## src/rtl/lpif_tx_buffer_if.sv

```systemverilog
// Link-layer beat channel and LPIF TX presentation channel of the transmit
// staging buffer, bundled so both sides of the buffer travel as one port.
interface lpif_tx_buffer_if #(
    parameter int DW = 512,
    parameter int BW = 64
);
    // Upstream (link layer -> buffer)
    logic          ll_valid;
    logic          ll_ready;
    logic [DW-1:0] ll_data;
    logic [BW-1:0] ll_valid_bytes;
    logic [BW-1:0] ll_tlpstart;
    logic [BW-1:0] ll_tlpend;
    logic [BW-1:0] ll_dlpstart;
    logic [BW-1:0] ll_dlpend;

    // Downstream (buffer -> physical layer)
    logic          pl_trdy;
    logic          lp_irdy;
    logic [DW-1:0] lp_data;
    logic [BW-1:0] lp_valid;
    logic [BW-1:0] lp_tlpstart;
    logic [BW-1:0] lp_tlpend;
    logic [BW-1:0] lp_dlpstart;
    logic [BW-1:0] lp_dlpend;

    // Driver side: link layer pushing beats and PHY accepting them
    modport master (
        output ll_valid, ll_data, ll_valid_bytes,
               ll_tlpstart, ll_tlpend, ll_dlpstart, ll_dlpend, pl_trdy,
        input  ll_ready, lp_irdy, lp_data, lp_valid,
               lp_tlpstart, lp_tlpend, lp_dlpstart, lp_dlpend
    );

    // Buffer side
    modport slave (
        input  ll_valid, ll_data, ll_valid_bytes,
               ll_tlpstart, ll_tlpend, ll_dlpstart, ll_dlpend, pl_trdy,
        output ll_ready, lp_irdy, lp_data, lp_valid,
               lp_tlpstart, lp_tlpend, lp_dlpstart, lp_dlpend
    );
endinterface

```

## src/rtl/lpif_tx_buffer.sv

```systemverilog
// Transmit-side staging FIFO between the link layer and the LPIF TX port.
// Beats are accepted while the link is up, presented to the PHY only in
// Active, and any buffered traffic is discarded (and counted) on forced
// detect or link loss.
module lpif_tx_buffer #(
    parameter int DEPTH = 4,
    parameter int DW    = 512,
    parameter int BW    = 64
) (
    input  logic                     LCLK,
    input  logic                     lpreset,
    lpif_tx_buffer_if.slave          bus,
    input  logic                     pl_linkUp,
    input  logic [3:0]               pl_state_sts,
    input  logic                     lp_force_detect,
    output logic [$clog2(DEPTH):0]   occupancy,
    output logic [7:0]               flush_cnt
);
    localparam int         AW         = $clog2(DEPTH);
    localparam logic [3:0] STS_ACTIVE = 4'h1;

    typedef enum logic [1:0] {
        DOWN  = 2'd0,
        STALL = 2'd1,
        RUN   = 2'd2,
        FLUSH = 2'd3
    } state_t;

    typedef struct packed {
        logic [DW-1:0] data;
        logic [BW-1:0] valid_bytes;
        logic [BW-1:0] tlpstart;
        logic [BW-1:0] tlpend;
        logic [BW-1:0] dlpstart;
        logic [BW-1:0] dlpend;
    } entry_t;

    state_t        state_q, state_d;
    logic [AW-1:0] wr_ptr_q, wr_ptr_d;
    logic [AW-1:0] rd_ptr_q, rd_ptr_d;
    logic [AW:0]   occ_q, occ_d;
    logic [7:0]    flush_cnt_q, flush_cnt_d;
    entry_t        mem_q [DEPTH];

    entry_t        wr_entry;
    entry_t        head;
    logic          link_ok;
    logic          ll_ready;
    logic          lp_irdy;
    logic          push;
    logic          pop;
    logic [8:0]    flush_sum;

    assign link_ok  = pl_linkUp && !lp_force_detect;
    assign head     = mem_q[rd_ptr_q];
    assign push     = bus.ll_valid && ll_ready;
    assign pop      = lp_irdy && bus.pl_trdy;
    assign wr_entry = '{data:        bus.ll_data,
                        valid_bytes: bus.ll_valid_bytes,
                        tlpstart:    bus.ll_tlpstart,
                        tlpend:      bus.ll_tlpend,
                        dlpstart:    bus.ll_dlpstart,
                        dlpend:      bus.ll_dlpend};

    // Link-state register
    // NOTE: sequential state uses non-blocking (<=) so every flop samples
    // pre-edge values; blocking here would create order-dependent races.
    always_ff @(posedge LCLK or negedge lpreset) begin
        if (!lpreset) state_q <= DOWN;
        else          state_q <= state_d;
    end

    // Link-state transitions, decided from this cycle's PHY status
    always_comb begin
        // NOTE: default assignment first so no path leaves state_d unassigned,
        // which would otherwise infer a latch.
        state_d = state_q;
        unique case (state_q)
            DOWN: begin
                if (link_ok) state_d = (pl_state_sts == STS_ACTIVE) ? RUN : STALL;
            end
            RUN, STALL: begin
                if (lp_force_detect || !pl_linkUp)  state_d = FLUSH;
                else if (pl_state_sts == STS_ACTIVE) state_d = RUN;
                else                                 state_d = STALL;
            end
            FLUSH:   state_d = DOWN;
            default: state_d = DOWN;
        endcase
    end

    // Handshake and framing outputs; framing is gated to zero when no beat is offered
    always_comb begin
        ll_ready        = ((state_q == RUN) || (state_q == STALL)) && !occ_q[AW];
        lp_irdy         = (state_q == RUN) && (occ_q != '0);
        bus.ll_ready    = ll_ready;
        bus.lp_irdy     = lp_irdy;
        bus.lp_data     = (occ_q != '0) ? head.data : '0;
        bus.lp_valid    = lp_irdy ? head.valid_bytes : '0;
        bus.lp_tlpstart = lp_irdy ? head.tlpstart    : '0;
        bus.lp_tlpend   = lp_irdy ? head.tlpend      : '0;
        bus.lp_dlpstart = lp_irdy ? head.dlpstart    : '0;
        bus.lp_dlpend   = lp_irdy ? head.dlpend      : '0;
    end

    // Pointer, occupancy and flush-counter next state
    always_comb begin
        wr_ptr_d    = wr_ptr_q;
        rd_ptr_d    = rd_ptr_q;
        occ_d       = occ_q;
        flush_cnt_d = flush_cnt_q;
        flush_sum   = {1'b0, flush_cnt_q} + 9'(occ_q);
        if (state_q == FLUSH) begin
            wr_ptr_d    = '0;
            rd_ptr_d    = '0;
            occ_d       = '0;
            flush_cnt_d = flush_sum[8] ? 8'hFF : flush_sum[7:0];
        end else begin
            // Pointers wrap naturally because DEPTH is a power of two
            if (push) wr_ptr_d = wr_ptr_q + 1'b1;
            if (pop)  rd_ptr_d = rd_ptr_q + 1'b1;
            case ({push, pop})
                2'b10:   occ_d = occ_q + 1'b1;
                2'b01:   occ_d = occ_q - 1'b1;
                default: occ_d = occ_q;
            endcase
        end
    end

    // Pointer, occupancy and flush-counter registers
    always_ff @(posedge LCLK or negedge lpreset) begin
        if (!lpreset) begin
            wr_ptr_q    <= '0;
            rd_ptr_q    <= '0;
            occ_q       <= '0;
            flush_cnt_q <= '0;
        end else begin
            wr_ptr_q    <= wr_ptr_d;
            rd_ptr_q    <= rd_ptr_d;
            occ_q       <= occ_d;
            flush_cnt_q <= flush_cnt_d;
        end
    end

    // Beat storage
    // NOTE: storage has no reset; occupancy gates every read, so stale
    // contents are never observed and the array stays plain RAM.
    always_ff @(posedge LCLK) begin
        if (push) mem_q[wr_ptr_q] <= wr_entry;
    end

    assign occupancy = occ_q;
    assign flush_cnt = flush_cnt_q;

endmodule

```

## src/flat_wrapper.sv

```systemverilog
// flat-port wrapper written by rule: the top's interface ports become plain ports
module lpif_tx_buffer_flat 
#(
    parameter int DEPTH = 4,
    parameter int DW    = 512,
    parameter int BW    = 64
)
  (LCLK, lpreset, pl_linkUp, pl_state_sts, lp_force_detect, occupancy, flush_cnt, bus_ll_valid, bus_ll_data, bus_ll_valid_bytes, bus_ll_tlpstart, bus_ll_tlpend, bus_ll_dlpstart, bus_ll_dlpend, bus_pl_trdy, bus_ll_ready, bus_lp_irdy, bus_lp_data, bus_lp_valid, bus_lp_tlpstart, bus_lp_tlpend, bus_lp_dlpstart, bus_lp_dlpend);
  lpif_tx_buffer_if #(.DW(DW), .BW(BW)) bus_i ();
  input  logic LCLK;
  input  logic lpreset;
  input  logic pl_linkUp;
  input  logic [3:0] pl_state_sts;
  input  logic lp_force_detect;
  output logic [$clog2(DEPTH):0] occupancy;
  output logic [7:0] flush_cnt;
  input wire logic [$bits(bus_i.ll_valid)-1:0] bus_ll_valid;
  input wire logic [$bits(bus_i.ll_data)-1:0] bus_ll_data;
  input wire logic [$bits(bus_i.ll_valid_bytes)-1:0] bus_ll_valid_bytes;
  input wire logic [$bits(bus_i.ll_tlpstart)-1:0] bus_ll_tlpstart;
  input wire logic [$bits(bus_i.ll_tlpend)-1:0] bus_ll_tlpend;
  input wire logic [$bits(bus_i.ll_dlpstart)-1:0] bus_ll_dlpstart;
  input wire logic [$bits(bus_i.ll_dlpend)-1:0] bus_ll_dlpend;
  input wire logic [$bits(bus_i.pl_trdy)-1:0] bus_pl_trdy;
  output wire logic [$bits(bus_i.ll_ready)-1:0] bus_ll_ready;
  output wire logic [$bits(bus_i.lp_irdy)-1:0] bus_lp_irdy;
  output wire logic [$bits(bus_i.lp_data)-1:0] bus_lp_data;
  output wire logic [$bits(bus_i.lp_valid)-1:0] bus_lp_valid;
  output wire logic [$bits(bus_i.lp_tlpstart)-1:0] bus_lp_tlpstart;
  output wire logic [$bits(bus_i.lp_tlpend)-1:0] bus_lp_tlpend;
  output wire logic [$bits(bus_i.lp_dlpstart)-1:0] bus_lp_dlpstart;
  output wire logic [$bits(bus_i.lp_dlpend)-1:0] bus_lp_dlpend;
  assign bus_i.ll_valid = bus_ll_valid;
  assign bus_i.ll_data = bus_ll_data;
  assign bus_i.ll_valid_bytes = bus_ll_valid_bytes;
  assign bus_i.ll_tlpstart = bus_ll_tlpstart;
  assign bus_i.ll_tlpend = bus_ll_tlpend;
  assign bus_i.ll_dlpstart = bus_ll_dlpstart;
  assign bus_i.ll_dlpend = bus_ll_dlpend;
  assign bus_i.pl_trdy = bus_pl_trdy;
  assign bus_ll_ready = bus_i.ll_ready;
  assign bus_lp_irdy = bus_i.lp_irdy;
  assign bus_lp_data = bus_i.lp_data;
  assign bus_lp_valid = bus_i.lp_valid;
  assign bus_lp_tlpstart = bus_i.lp_tlpstart;
  assign bus_lp_tlpend = bus_i.lp_tlpend;
  assign bus_lp_dlpstart = bus_i.lp_dlpstart;
  assign bus_lp_dlpend = bus_i.lp_dlpend;
  lpif_tx_buffer #(.DEPTH(DEPTH), .DW(DW), .BW(BW)) u_core (.LCLK(LCLK), .lpreset(lpreset), .bus(bus_i), .pl_linkUp(pl_linkUp), .pl_state_sts(pl_state_sts), .lp_force_detect(lp_force_detect), .occupancy(occupancy), .flush_cnt(flush_cnt));
endmodule
```

## config.mk

```make
export PLATFORM = sky130hd
export DESIGN_NAME = lpif_tx_buffer_flat
export DESIGN_NICKNAME = d
export VERILOG_FILES = /design/src/rtl/lpif_tx_buffer_if.sv /design/src/rtl/lpif_tx_buffer.sv /design/src/flat_wrapper.sv
export SDC_FILE = /design/constraint.sdc
export NUM_CORES = 2
export LEC_CHECK = 0
export BUFFER_PORTS_ARGS = -buffer_cell sky130_fd_sc_hd__buf_2
export CAP_MARGIN = 25
export CORE_AREA = 3 3 656 658
export DETAILED_ROUTE_END_ITERATION = 6
export DIE_AREA = 0 0 659 661
export GPL_TIMING_DRIVEN = 0
export MAX_ROUTING_LAYER = met4
export SYNTH_ARGS = -nofsm -noshare
export SYNTH_HDL_FRONTEND = slang
export SYNTH_SLANG_ARGS = --single-unit
```

## constraint.sdc

```tcl
create_clock -name LCLK -period 25.5 [get_ports LCLK]
set_input_delay 3.825 -clock LCLK [delete_from_list [all_inputs] [get_ports LCLK]]
set_output_delay 3.825 -clock LCLK [all_outputs]
set_load 0.005 [all_outputs]
```

# ---- Word-level counts from Yosys, hierarchy flattened
# Memories as Yosys holds them, arrays and structs flattened.
# Cells that the tools add are included.
dict set report totals {
  input_bits 842
  out_inout_bits 845
  ram_bits 3328
  n_memories 1
  register_bits 17
  wordCells 53
}
# name words word_bits rd rd_clocked_by_memory_dff wr line
set mem_list {}
lappend mem_list {u_core.mem_q 4 832 1 0 1 lpif_tx_buffer.sv:43} ;# entry_t mem_q [DEPTH];
dict set report op_classes {
  addsub 5
  reduce_logical 16
  n_mux 19
  n_eq_ne 7
}
# cell n
set op_table {}
lappend op_table {{$mux W512} 1}
lappend op_table {{$mux W64} 5}
lappend op_table {{$mux W2} 7}
lappend op_table {{$add A8 B3 Y9} 1}
lappend op_table {{$mux W8} 1}
lappend op_table {{$eq A2 B2 Y1 const B} 3}
lappend op_table {{$pmux W2 S3} 1}
lappend op_table {{$pmux W3 S2} 1}
lappend op_table {{$reduce_bool A3 Y1} 2}
lappend op_table {{$logic_and A1 B1 Y1} 5}
lappend op_table {{$add A2 B1 Y2 const B} 2}
lappend op_table {{$eq A2 B1 Y1 const B} 2}
lappend op_table {{$eq A4 B1 Y1 const B} 1}
lappend op_table {{$reduce_bool A2 Y1} 2}
lappend op_table {{$add A3 B1 Y3 const B} 1}
lappend op_table {{$logic_not A1 Y1} 3}
lappend op_table {{$mux W3} 1}
lappend op_table {{$sub A3 B1 Y3 const B} 1}
lappend op_table {{$logic_not A2 Y1} 1}
lappend op_table {{$logic_or A1 B1 Y1} 2}
lappend op_table {{$mux W1} 2}
lappend op_table {{$ne A2 B1 Y1 const B} 1}
lappend op_table {{$reduce_or A2 Y1} 1}

# ---- Depth between registers and ports, before layout
dict set report logic_depth {
  word_depth 7
  depth_mapped 9
  mapped_depth_nobuf 8
}

# ---- Worst setup path before layout
# No wires, ideal clock.
dict set report synth_timing {
  path_type {input to register}
  start {input port bus_ll_valid}
  end {memory u_core.mem_q[1][0] (netlist bit) (enable)}
  setup_time_ns 1.311
  path_buffers 1
  arrival_ns 22.981
  setup_slack_ns 1.208
  required_ns 24.189
  stages 3
  path_cell_list {and3b_1 -> clkbuf_1 -> and2_1}
}
dict set report synth_via {
  elab_chain_len 3
}
# item line
set synth_rtl {}
lappend synth_rtl {{start, declared} flat_wrapper.sv:17} ;# input wire logic [$bits(bus_i.ll_valid)-1:0] bus_ll_valid;
lappend synth_rtl {{$logic_and A1 B1 Y1} lpif_tx_buffer.sv:56} ;# assign push = bus.ll_valid && ll_ready;
lappend synth_rtl {{$mux W1} lpif_tx_buffer.sv:149} ;# if (push) mem_q[wr_ptr_q] <= wr_entry;
lappend synth_rtl {{$mux W1 (implied by the code)} lpif_tx_buffer.sv:149}
lappend synth_rtl {{end, declared} lpif_tx_buffer.sv:43}
# No other way between the ends.

# ---- Worst setup path in the final report
dict set report layout_timing {
  start {register u_core.rd_ptr_q[1]}
  end {output port bus_lp_data[201]}
}
dict set report layout_via {
  elab_chain_len 2
}
# item line
set layout_rtl {}
lappend layout_rtl {{start, declared} lpif_tx_buffer.sv:40} ;# logic [AW-1:0] rd_ptr_q, rd_ptr_d;
lappend layout_rtl {{start signal, assigned} lpif_tx_buffer.sv:139} ;# rd_ptr_q <= rd_ptr_d;
lappend layout_rtl {{$mem_v2 Z4 W832} --}
lappend layout_rtl {{$mux W512} lpif_tx_buffer.sv:98} ;# bus.lp_data = (occ_q != '0) ? head.data : '0;
lappend layout_rtl {{end, declared} flat_wrapper.sv:27} ;# output wire logic [$bits(bus_i.lp_data)-1:0] bus_lp_data;
# No other way between the ends.

==> results.txt <==
Status - completed
Post-synth top area cell - edfxtp_1
Wire length per cell - 28.50 µm
Post-route setup TNS - 0 ns
Crit path kind - reg -> out
Yosys Warn Count - 0
Largest net degree at the start of global routing - 56
Synth Flop Type - edfxtp_1
TritonCTS buffer count - 352
Vias post-DR - 64260
Syn_nets - 6236
Max Slew Vio Count - 0
Worst flop-to-flop path startpoint - u_core.state_q[1]
Iteration-0 DRC Markers - 5836
Max-Cap Viols - 0
CP startpoint - u_core.rd_ptr_q[1]
Non-filler instance count after layout - 13670
Post-synthesis sequential area ratio - 79.41%
Resized cells post-CTS - 0
Clk buf depth - 4
Die area - 0.4356 mm²
Hold-fix buffers, CTS - 0
IO Pins - 1687
Commonest non-fill, non-tap cell in the layout - edfxtp_1
Clock transition at the registers of the reported paths - 0.06 ns
Final WL - 389500 µm
Worst-Skew Late Latency - 0.93 ns
Required @ worst endpoint - 21.67 ns
Element type at the critical path end - output pin
VDD IR max - 0.07174 mV
Die W - 659 µm
Placed Cells - 12810
Rel. slew slack - 35.36%
Core area - 0.4243 mm²
Fraction of layout cells with a size suffix above 1 - 41.62%
Worst Skew - 0.02987 ns
Area delta synth->final - 23.21%
Pwr dens - 108.6 mW/mm²
Clock sinks - 3345
Max Clk Rate - 0.1206 GHz
Drt drc - 0
Overall Power - 16.91 mW
Grt total ovfl - 0
GP Congestion - 0.8827
Final critical-path share of the clock period - 32.51%
Post-synthesis async set-or-reset flop share - 0.5082%
Hold WC Path Type - reg -> reg
Antenna violations before repair - 287
CTS tree - yes
Final ANT Viol Nets - 0
Overall die height - 661 µm
Fin. Hold Viols - 0
CTS Root Cell - clkbuf_16
Post-DP HPWL - 290000 µm
Nets - 8356
Vias per std cell - 4.702
Most frequent cells in the layout - 3328 x edfxtp_1, 1797 x buf_2, 832 x mux4_2, 832 x and2_1, 354 x clkbuf_16
Arrival @ worst endpoint - 4.46 ns
Post-synth top area share - 79.08%
Mapped Cells - 5381
Reg2reg end - u_core.mem_q[0][389]
Starting Density - 29.78%
Setup Fix Bufs, Post-CTS - 0
Post-synth cell types - 37
Global-route wire length before repair - 531400 µm
End of the critical path - bus_lp_data[201]
Top cells by area, synth - edfxtp_1 79%, mux4_2 15%, and2_1 4.1%
Gr usage total - 17.84%
P_leak - 52.15 nW
Path depth of the worst reg2reg path - 11
Mean Syn Cell Area - 23.49 µm²
Max FO, Critical Path - 10
Synthesized area - 0.1264 mm²
Number of global-route vias before repair - 66450
Startpoint types - register
Post-layout util - 36.70%
Synth Register Bits - 3345
# rows - 239
# port buffers - 1686
Post-layout min period - 8.289 ns
Unrepaired setup endpoints after global routing - false
Detailed Routing Iterations Pass 1 - 5
R2r setup slk - 20.73 ns
Final-report setup violation count - 0
Post-synth EDFFs - 3328
H-tree depth - 5
Slew @ Worst Pin - 0.9695 ns
[worst min-delay path by stage]
stage	cells after the start	end	slack, ns	start
final	2	u_core.flush_cnt[0]	0.57	u_core.flush_cnt[0]
after CTS	2	u_core.flush_cnt[0]	0.55	u_core.flush_cnt[0]
after floorplan	2	u_core.flush_cnt[0]	0.52	u_core.flush_cnt[0]
after global placement	2	u_core.flush_cnt[0]	0.53	u_core.flush_cnt[0]
after detailed placement	2	u_core.flush_cnt[0]	0.54	u_core.flush_cnt[0]
after global routing	2	u_core.flush_cnt[0]	0.59	u_core.flush_cnt[0]
[routing by layer]
layer	share of wire (%)	track usage, %	vias to the layer above
li1	-	-	26830
met1	35	19.39	33810
met2	51	29.76	2788
met3	8.3	5.182	835
met4	5.4	9.133	0
met5	0	-	-
[logic make-up after synthesis]
kind of cell | count (synthesis) | share of synthesized area (%)
multiplexers | 840 | 14.89
AND/OR/NAND/NOR | 877 | 4.302
adder cells (fa/ha/maj) | 13 | 0.1406
flip-flops | 3345 | 79.41
XOR/XNOR | 6 | 0.04158
AO/OA/AOI/OAI | 14 | 0.07128
buffers and inverters | 286 | 1.138
[report_power, final]
group / internal [mW] / switching [mW] / total, mW
registers: 7.02 / 0.169 / 7.19
logic: 2.00 / 2.73 / 4.73
clock network: 2.85 / 2.14 / 4.99
[worst max-delay path, cell delays in order (launching register included)]
cell      delay, ns
dfrtp_1        0.32
clkbuf_1       0.40
buf_2          0.71
buf_2          0.60
buf_2          0.44
mux4_2         0.57
and2_1         0.28
buf_2          0.17
[flip-flops by register name, summed over array words and instances (netlist names)]
signal and count:
u_core.flush_cnt 8, u_core.wr_ptr_q 2, u_core.mem_q 3328, u_core.rd_ptr_q 2, u_core.occupancy 3, u_core.state_q 2
[per-stage QoR]
step	hold WS [ns]	cell area, µm²	setup WS (ns)
after floorplan	0.5151	126400	1.208
after global placement	0.5308	141900	-16.21
after detailed placement	0.5391	144000	17.56
after CTS	0.5535	155100	16.58
after global routing	0.5921	155600	16.73
final	0.5674	155700	17.21
[synth_stat cells (5+ instances only)]
cell type  instances
edfxtp_1        3328
and2_1           836
mux4_2           832
buf_2            111
clkbuf_1         103
buf_1             37
buf_6             30
dfrtp_1           17
nand2_1           12
nor2_1            12
ha_1              11
inv_1              5
[layout make-up]
class	count	area, µm²
Fill cell	38780	268600
Sequential cell	3345	100400
Multi-Input combinational cell	1750	24590
Timing Repair Buffer	1766	10490
Clock buffer	427	9133
Tap cell	5663	7086
Clock inverter	202	2038
Buffer	281	1421
Antenna cell	229	573.1
Inverter	5	18.77
Power figures use the tool's default switching activity.
